File: config.mk
export PLATFORM = sky130hd
export DESIGN_NAME = prbs_rx
export DESIGN_NICKNAME = d
export VERILOG_FILES = /design/src/rtl/prbs_pkg.sv /design/src/rtl/prbs_lfsr.sv /design/src/rtl/prbs_rx.sv
export SDC_FILE = /design/constraint.sdc
export NUM_CORES = 1
export LEC_CHECK = 0
export CAP_MARGIN = 20
export CELL_PAD_IN_SITES_DETAIL_PLACEMENT = 0
export CELL_PAD_IN_SITES_GLOBAL_PLACEMENT = 2
export CORE_UTILIZATION = 37
export DETAILED_ROUTE_END_ITERATION = 16
export GPL_TIMING_DRIVEN = 0
export HOLD_SLACK_MARGIN = 0.02
export PLACE_DENSITY = 0.94
export SYNTH_ARGS = -nofsm -noshare
export SYNTH_HDL_FRONTEND = slang
export SYNTH_SLANG_ARGS = --single-unit
File: constraint.sdc
create_clock -name clk -period 4 [get_ports clk]
set_clock_uncertainty 0.1 [all_clocks]
set_input_delay 0.4 -clock clk [delete_from_list [all_inputs] [get_ports clk]]
set_output_delay 0.4 -clock clk [all_outputs]
set_load 0.005 [all_outputs]
File: src/rtl/prbs_pkg.sv
// Shared PRBS definitions: checker states and the polynomial tap table used by
// both the generator and the checker.
package prbs_pkg;

    typedef enum logic {
        SEARCH = 1'b0,
        LOCKED = 1'b1
    } prbs_state_e;

    typedef struct packed {
        logic [4:0] a;
        logic [4:0] b;
    } prbs_taps_t;

    function automatic bit prbs_legal(input int order);
        return (order == 7) || (order == 9) || (order == 11) || (order == 15) ||
               (order == 20) || (order == 23) || (order == 31);
    endfunction

    function automatic prbs_taps_t prbs_taps(input int order);
        prbs_taps_t t;
        case (order)
            7:       begin t.a = 5'd7;  t.b = 5'd6;  end
            9:       begin t.a = 5'd9;  t.b = 5'd5;  end
            11:      begin t.a = 5'd11; t.b = 5'd9;  end
            15:      begin t.a = 5'd15; t.b = 5'd14; end
            20:      begin t.a = 5'd20; t.b = 5'd3;  end
            23:      begin t.a = 5'd23; t.b = 5'd18; end
            31:      begin t.a = 5'd31; t.b = 5'd28; end
            default: begin t.a = 5'd7;  t.b = 5'd6;  end
        endcase
        return t;
    endfunction

endpackage

File: src/rtl/prbs_lfsr.sv
// Fibonacci PRBS register: predicts the next bit and shifts in either the line
// bit (load) or its own prediction (run).
module prbs_lfsr #(
    parameter int N     = 7,
    parameter int TAP_A = 7,
    parameter int TAP_B = 6
) (
    input  logic clk,
    input  logic rst,
    input  logic adv,
    input  logic load,
    input  logic din,
    output logic pred
);

    logic [N-1:0] r_q;
    logic [N-1:0] r_d;
    logic         x_s;

    assign pred = r_q[TAP_A-1] ^ r_q[TAP_B-1];

    // Next register value: shift in line or prediction when advancing
    always_comb begin
        r_d = r_q;
        x_s = load ? din : pred;
        if (adv) begin
            r_d = {r_q[N-2:0], x_s};
        end else begin
            r_d = r_q;
        end
    end

    // Register state, all-ones after reset
    always_ff @(posedge clk or negedge rst) begin
        if (!rst) begin
            r_q <= {N{1'b1}};
        end else begin
            r_q <= r_d;
        end
    end

endmodule

File: src/rtl/prbs_rx.sv
// Self-synchronising PRBS checker: seeds a local LFSR from the line, declares
// lock after SYNC_LEN matches, then counts checked bits and bit errors.
module prbs_rx
    import prbs_pkg::*;
#(
    parameter int PRBS_TYPE     = 7,
    parameter int BIT_CNT_WIDTH = 10,
    parameter int ERR_CNT_WIDTH = 10,
    parameter int SYNC_LEN      = 32,
    parameter int LOSS_LEN      = 8
) (
    input  logic                     clk,
    input  logic                     rst,
    input  logic                     din_vld,
    input  logic                     din,
    output logic [BIT_CNT_WIDTH-1:0] bit_cnt,
    output logic                     bit_cnt_full,
    output logic [ERR_CNT_WIDTH-1:0] err_cnt,
    output logic                     dout_vld,
    output logic                     dout,
    output logic [9:0]               sync_cnt,
    output logic                     dout_xor
);

    localparam prbs_taps_t TAPS_C = prbs_taps(PRBS_TYPE);
    localparam int         LW     = $clog2(LOSS_LEN + 1);
    localparam logic [9:0]               SYNC_C  = 10'(SYNC_LEN);
    localparam logic [LW-1:0]            LOSS_C  = LW'(LOSS_LEN);
    localparam logic [BIT_CNT_WIDTH-1:0] BIT_MAX = {BIT_CNT_WIDTH{1'b1}};
    localparam logic [ERR_CNT_WIDTH-1:0] ERR_MAX = {ERR_CNT_WIDTH{1'b1}};

    generate
        if (!prbs_legal(PRBS_TYPE)) begin : g_bad_type
            $error("prbs_rx: unsupported PRBS_TYPE %0d", PRBS_TYPE);
        end
    endgenerate

    prbs_state_e              state_q, state_d;
    logic [9:0]               sync_q, sync_d;
    logic [LW-1:0]            loss_q, loss_d;
    logic [BIT_CNT_WIDTH-1:0] bit_q, bit_d;
    logic [ERR_CNT_WIDTH-1:0] err_q, err_d;
    logic                     full_q, full_d;
    logic                     dout_q, dout_d;
    logic                     dout_vld_q, dout_vld_d;
    logic                     dout_xor_q, dout_xor_d;
    logic                     pred_s;
    logic                     mism_s;
    logic                     load_s;

    assign load_s = (state_q == SEARCH);
    assign mism_s = din ^ pred_s;

    prbs_lfsr #(
        .N     (PRBS_TYPE),
        .TAP_A (int'(TAPS_C.a)),
        .TAP_B (int'(TAPS_C.b))
    ) u_lfsr (
        .clk  (clk),
        .rst  (rst),
        .adv  (din_vld),
        .load (load_s),
        .din  (din),
        .pred (pred_s)
    );

    // Lock FSM, counters and output next-state
    always_comb begin
        state_d    = state_q;
        sync_d     = sync_q;
        loss_d     = loss_q;
        bit_d      = bit_q;
        err_d      = err_q;
        full_d     = full_q;
        dout_d     = dout_q;
        dout_vld_d = 1'b0;
        dout_xor_d = 1'b0;
        if (din_vld) begin
            dout_vld_d = 1'b1;
            dout_d     = pred_s;
            dout_xor_d = mism_s;
            case (state_q)
                SEARCH: begin
                    loss_d = LW'(0);
                    if (mism_s) begin
                        sync_d = 10'd0;
                    end else if (sync_q + 10'd1 >= SYNC_C) begin
                        sync_d  = SYNC_C;
                        state_d = LOCKED;
                    end else begin
                        sync_d = sync_q + 10'd1;
                    end
                end
                LOCKED: begin
                    // Once the window closes the counters freeze; the bit that closes it still counts
                    if (!full_q) begin
                        bit_d  = bit_q + BIT_CNT_WIDTH'(1);
                        full_d = (bit_q + BIT_CNT_WIDTH'(1) == BIT_MAX);
                        if (mism_s && (err_q != ERR_MAX)) begin
                            err_d = err_q + ERR_CNT_WIDTH'(1);
                        end else begin
                            err_d = err_q;
                        end
                    end else begin
                        bit_d = bit_q;
                        err_d = err_q;
                    end
                    if (mism_s) begin
                        if (loss_q + LW'(1) >= LOSS_C) begin
                            state_d = SEARCH;
                            sync_d  = 10'd0;
                            loss_d  = LW'(0);
                        end else begin
                            loss_d = loss_q + LW'(1);
                        end
                    end else begin
                        loss_d = LW'(0);
                    end
                end
                default: begin
                    state_d = SEARCH;
                    sync_d  = 10'd0;
                    loss_d  = LW'(0);
                end
            endcase
        end else begin
            dout_vld_d = 1'b0;
            dout_xor_d = 1'b0;
        end
    end

    // State and output registers
    always_ff @(posedge clk or negedge rst) begin
        if (!rst) begin
            state_q    <= SEARCH;
            sync_q     <= 10'd0;
            loss_q     <= LW'(0);
            bit_q      <= BIT_CNT_WIDTH'(0);
            err_q      <= ERR_CNT_WIDTH'(0);
            full_q     <= 1'b0;
            dout_q     <= 1'b0;
            dout_vld_q <= 1'b0;
            dout_xor_q <= 1'b0;
        end else begin
            state_q    <= state_d;
            sync_q     <= sync_d;
            loss_q     <= loss_d;
            bit_q      <= bit_d;
            err_q      <= err_d;
            full_q     <= full_d;
            dout_q     <= dout_d;
            dout_vld_q <= dout_vld_d;
            dout_xor_q <= dout_xor_d;
        end
    end

    assign bit_cnt      = bit_q;
    assign bit_cnt_full = full_q;
    assign err_cnt      = err_q;
    assign sync_cnt     = sync_q;
    assign dout         = dout_q;
    assign dout_vld     = dout_vld_q;
    assign dout_xor     = dout_xor_q;

endmodule

* Word-level counts from Yosys, hierarchy flattened
Index checks and enable logic that the tools add are counted.
** Storage, ports and cells
- Memory bits (read-only) :: 0
- Input port bits :: 4
- Latch bits :: 0
- Flip-flop bits (word level) :: 46
- Output and inout port bits :: 34
- Memory bits (writable) :: 0
- Memories :: 0
- Word-level logic and storage cells :: 46
** Operators by class
- Muxes and demuxes :: 17
- Bitwise operators :: 4
- Multiply operators :: 0
- $lt $le $gt $ge :: 2
- Divide/modulo/power cells :: 0
- Eq/ne operators :: 4
- Reductions and logical operators :: 5
- Add/sub/neg operators :: 4
- Shifts and indexed selects :: 0
** Operators with widths (count)
- $mux W10 :: 4
- $add A10 B1 Y10 const B :: 3
- $pmux W10 S2 :: 1
- $eq A10 B10 Y1 const B :: 1
- $ge A10 B6 Y1 const B :: 1
- $ne A10 B10 Y1 const B :: 1
- $mux W1 :: 8
- $mux W4 :: 2
- $pmux W4 S2 :: 1
- $reduce_and A3 Y1 :: 2
- $add A4 B1 Y4 const B :: 1
- $ge A4 B4 Y1 const B :: 1
- $ne A2 B1 Y1 const B :: 2
- $reduce_and A4 Y1 :: 1
- $not A1 Y1 :: 2
- $pmux W1 S2 :: 1
- $reduce_and A2 Y1 :: 1
- $xor A1 B1 Y1 :: 2
- $logic_and A1 B1 Y1 :: 1

* Depth between registers and ports, before layout
- Depth in word-level cells :: 5
- Depth in mapped cells :: 6
- Mapped depth without buffers :: 6

* By module
Synthesis repeated with hierarchy kept, for this count alone.
** Second synthesis, totals
- Cells, all modules :: 209
- Area total of the unflattened synthesis :: 2272.2 µm²
** Modules (own cells, without submodules)
- prbs_rx :: instances 1, cells each 190, area each 1973.1 µm², sequential area each 975.9 µm²
- prbs_lfsr :: instances 1, cells each 19, area each 299.0 µm², sequential area each 183.9 µm²

* Worst setup path after synthesis
OpenSTA, ideal clock, no wires.
- Path type :: flip-flop to flip-flop
- From :: reg u_lfsr.r_q[5]
- To :: reg err_q[7], in the netlist err_cnt[7]
- Library setup time :: 0.124 ns
- Arrival time :: 1.842 ns
- Setup slack :: 1.934 ns
- Buffers on the path :: 0
- Required time :: 3.776 ns
- Period minus slack after synthesis :: 2.066 ns
- Stages on the path, launching flop included :: 6
- Path through :: dfstp_2 > xnor3_2 > a311oi_4 > and4_4 > nand3_2 > xnor2_1
** Between the ends
- Longest elaborated chain between the ends :: 4
** RTL lines
- from (decl) :: RTL line prbs_lfsr.sv:16 : logic [N-1:0] r_q;
- from (signal assigned) :: RTL line prbs_lfsr.sv:36 : r_q <= {N{1'b1}};
- from (signal assigned) :: RTL line prbs_lfsr.sv:38 : r_q <= r_d;
- $xor A1 B1 Y1 :: RTL line prbs_lfsr.sv:20 : assign pred = r_q[TAP_A-1] ^ r_q[TAP_B-1];
- $xor A1 B1 Y1 :: RTL line prbs_rx.sv:52 : assign mism_s = din ^ pred_s;
- $logic_and A1 B1 Y1 :: RTL line prbs_rx.sv:99 : if (mism_s && (err_q != ERR_MAX)) begin
- $reduce_and A4 Y1 (no line)
- to (signal assigned) :: RTL line prbs_rx.sv:149 : err_q <= err_d;
- to (decl) :: RTL line prbs_rx.sv:42 : logic [ERR_CNT_WIDTH-1:0] err_q, err_d;
Every way passes these cells.
A chain may end at the register's enable or synchronous reset.

* Final worst setup path
- From :: in din_vld
- To :: reg err_q[7], in the netlist err_cnt[7]
** Between the ends
- Longest elaborated chain between the ends :: 1
** RTL lines
- from (decl) :: RTL line prbs_rx.sv:14 : input logic din_vld,
- $reduce_and A4 Y1 (no line)
Every way passes these cells.

==> results.txt <==
The run finished with clean final reports. The post-route fraction of the period consumed by the critical path is 0.576, and the number of antenna repair diodes is 0. Global routing finished with a remaining overflow of 0. By area the synthesized netlist is led by dfrtp_1 (44%), dfstp_2 (8.3%), xnor2_1 (8.3%). Wire segments on met3 add up to 190 um in the final route.

The routed design has 4.25 mm of wire. The wire length of the first global-routing pass came out at 7.29 mm. Dividing total power by cell area gives a power density of 478 nW/um^2.

For the number of buffers created by CTS, the log shows 5. Excluding fillers, the count of instances in the completed layout stands at 308. Post-synthesis average cell area: 11.8 um^2. The count of vias placed by the detailed router is 1597, and the minimum clock period after layout is 2.30 ns. The worst-skew pair later-pin latency came out at 0.30 ns. The die outline area is 6330 um^2, and the number of global-route vias before repair is 1501. In this run, synthesis inferred 0 flip-flops with an integrated enable. After filler insertion, the fill cell instance count of the layout stands at 507. The initial detailed-routing violation count is 86.

In the synthesized netlist the dominant register cell turns out to be dfrtp_1. The global placement routability congestion was 0.741; the cell depth of the worst flop-to-flop path was 5. 38 I/O pins were placed. The die boundary width is 79.6 um. Once placement completed, the tool counted placed cells totaling 299. Before antenna repair, the detailed router went through 4 iterations. After detailed placement, the total cell area comes to 2700 um^2. After routing, the total negative slack on setup checks comes to 0 ns. For the max capacitance violation total, the log shows 0. The number of instances on the worst hold path was 1; the upper clock frequency limit was 434 MHz. The total DRC errors in the routed layout came out at 0.

The pin count of the biggest net entering global routing was 27; the total clock sinks was 46. The maximum count of clock buffers along a single path is 2, and the initial antenna violation count is 0. Fraction of layout cells with a size suffix above 1: 0.136. The highest metal layer carrying signal wires in the routed design is met4. The run gives 1.97 mm as the length of routed met2 wiring. The total area inside the core boundary comes to 5640 um^2. In this run the worst hold path is classified as flip-flop to flip-flop. In the routed layout, each cell is associated on average with a via count of 5.19.

Post-CTS timing repair inserted 0 buffers for setup. TritonCTS built the clock tree. The async set-reset flop share out of synthesis was 1.00; the total routing usage reported by global routing was 0.149. In this run the tool buffered the top-level ports with 37 buffer cells. The arrival time of the worst setup path is 2.39 ns, and the CTS H-tree depth is 2.

For the pin with the worst max-slew slack, the measured transition is 0.637 ns. Data on the critical path is required at its endpoint by 4.09 ns. The tools report the number of pins with negative max-slew slack in the final report as 0.

From synthesis to final layout, the design area changed by 25.8%. The type of the setup path with the least slack is primary input to flip-flop. The detail route stage leaves a number of antenna-violating nets equal to 0.

The part of the Yosys area used for sequential elements is 0.521. STA classifies the critical path startpoint as a primary input. After routing the design area is 2800 um^2. The cell accounting for the most synthesized area is dfrtp_1. The standby leakage power was 1.22 nW; the initial standard-cell utilization of the core was 0.395.

The met1 routed wirelength after detailed routing came out at 2.03 mm. After clock tree synthesis, the clock-pin slew on the worst setup and hold paths is 0.09 ns. After the last flow step, the layout net total stands at 245.

The netlist uses 46 different library cells. The count of standard-cell rows came out at 27. Measured along the y axis, the die boundary spans 79.6 um.

Synthesis inferred 46 register bits. The routed wirelength normalized by instance count is 13.8 um. Counting every net in the synthesized netlist gives 199. The number of setup violations in the final report came out at 0. The slack of the critical path was 1.70 ns. In the final layout, the multi-input gates occupy 1030 um^2. After synthesis the cells add up to 2230 um^2. The worst register-to-register path has a setup slack of 1.75 ns. For this run, the number of Yosys warnings is 0.

The cell sitting at the root of the clock tree is a clkbuf_8. The pre-CTS setup slack came out at 1.34 ns. The number of instances in the synthesized netlist is 189. Setup repair after global routing left no endpoint under its margin. The tightest slew margin relative to the limit is 0.575, and the highest net fanout along the worst path is 8.

The number of hold-slack violations in the final timing report came out at 0. The HPWL after detailed placement is 2.99 mm. The sort of element at the end of the critical path was a flip-flop.

Across the VDD grid, the largest voltage drop is 0.250 mV. The sequential cell area is 1160 um^2, and the top-area cell type share of the netlist area is 0.438.
-- registers in the layout, indices dropped and copies added (netlist names), 4 cells and up --
name	cells
loss_q	4
bit_cnt	10
u_lfsr.r_q	7
sync_cnt	10
err_cnt	10
-- metrics by stage --
stage | utilization | power [mW] | hold WS [ns]
final | 0.497 | 1.34 | 0.422
after global routing | 0.497 | 1.43 | 0.445
after CTS | 0.497 | 1.37 | 0.423
after detailed placement | 0.479 | 1.07 | 0.302
after global placement | 0.476 | 1.06 | 0.390
after floorplan | - | 0.875 | 0.00441
-- report_power, final --
group	switching [mW]	total, mW	internal [mW]
clock network	0.161	0.284	0.123
logic	0.158	0.388	0.230
registers	0.101	0.668	0.567
-- synth_stat cells (all sizes together), types with 2 or more instances --
cell,instances
dfrtp,39
xnor2,21
nand2,17
nand4,8
dfstp,7
mux2,7
nand3,7
nor2,7
and3,6
ha,6
xor2,6
and2,5
o21ai,5
and4,4
nor2b,4
o2bb2ai,4
a21o,3
inv,3
nand3b,3
a211o,2
a21oi,2
a22o,2
buf,2
clkbuf,2
o31ai,2
-- layer usage --
metal  track usage  vias up
met1         0.207      780
met5             0        -
met3        0.0320        6
met2         0.230       38
met4        0.0491        0
li1              -      773
-- cells by family after synthesis --
| group | synth area share |
|---|---|
| AO/OA/AOI/OAI | 0.105 |
| XOR/XNOR | 0.117 |
| adder cells (fa/ha/maj) | 0.0337 |
| buffers and inverters | 0.0168 |
| flip-flops | 0.521 |
| multiplexers | 0.0399 |
| AND/OR/NAND/NOR | 0.167 |
-- critical path, stage by stage --
cell and delay (ns):
clkdlybuf4s50_1 0.61, nand3b_1 0.28, a311oi_4 0.54, and4_4 0.32, nand3_2 0.09, xnor2_1 0.14
-- cell type report --
class / instances / share of cell area
buffer: 4 / 0.00937
clock buffer: 5 / 0.0246
clock inverter: 3 / 0.00759
inverter: 3 / 0.00402
multi-input combinational: 136 / 0.367
sequential: 46 / 0.414
tap: 72 / 0.0321
timing repair buffer: 39 / 0.141
-- what timing repair did --
action | in CTS | in global routing
resized for setup | 0 | 0
endpoints found under the hold margin | 18 | 0
hold buffers | 1 | 0
setup endpoints to repair | 0 | 0
-- final timing paths --
check                                                 end                      start
worst max-delay path               err_cnt[7]$_DFFE_PN0P_                    din_vld
worst min register to register     err_cnt[0]$_DFFE_PN0P_     err_cnt[0]$_DFFE_PN0P_
worst min-delay path               err_cnt[0]$_DFFE_PN0P_     err_cnt[0]$_DFFE_PN0P_
worst max register to register     err_cnt[7]$_DFFE_PN0P_  u_lfsr.r_q[5]$_DFFE_PN1P_
max in group asynchronous       u_lfsr.r_q[0]$_DFFE_PN1P_                        rst
min in group asynchronous          bit_cnt[5]$_DFFE_PN0P_                        rst
-- layout by cell type, fill, tap and decap left out, drive strengths merged, types with 5 or more instances in the layout --
cell type,synthesis,routed
xnor2,21,21
and2,5,5
and3,6,6
mux2,7,7
nand2,17,17
clkdlybuf4s50,0,36
nand3,7,7
nor2,7,7
dfrtp,39,39
dfstp,7,7
nand4,8,8
xor2,6,6
o21ai,5,5
ha,6,6
clkbuf,2,7
No activity file was read; power rests on OpenSTA's default activity.
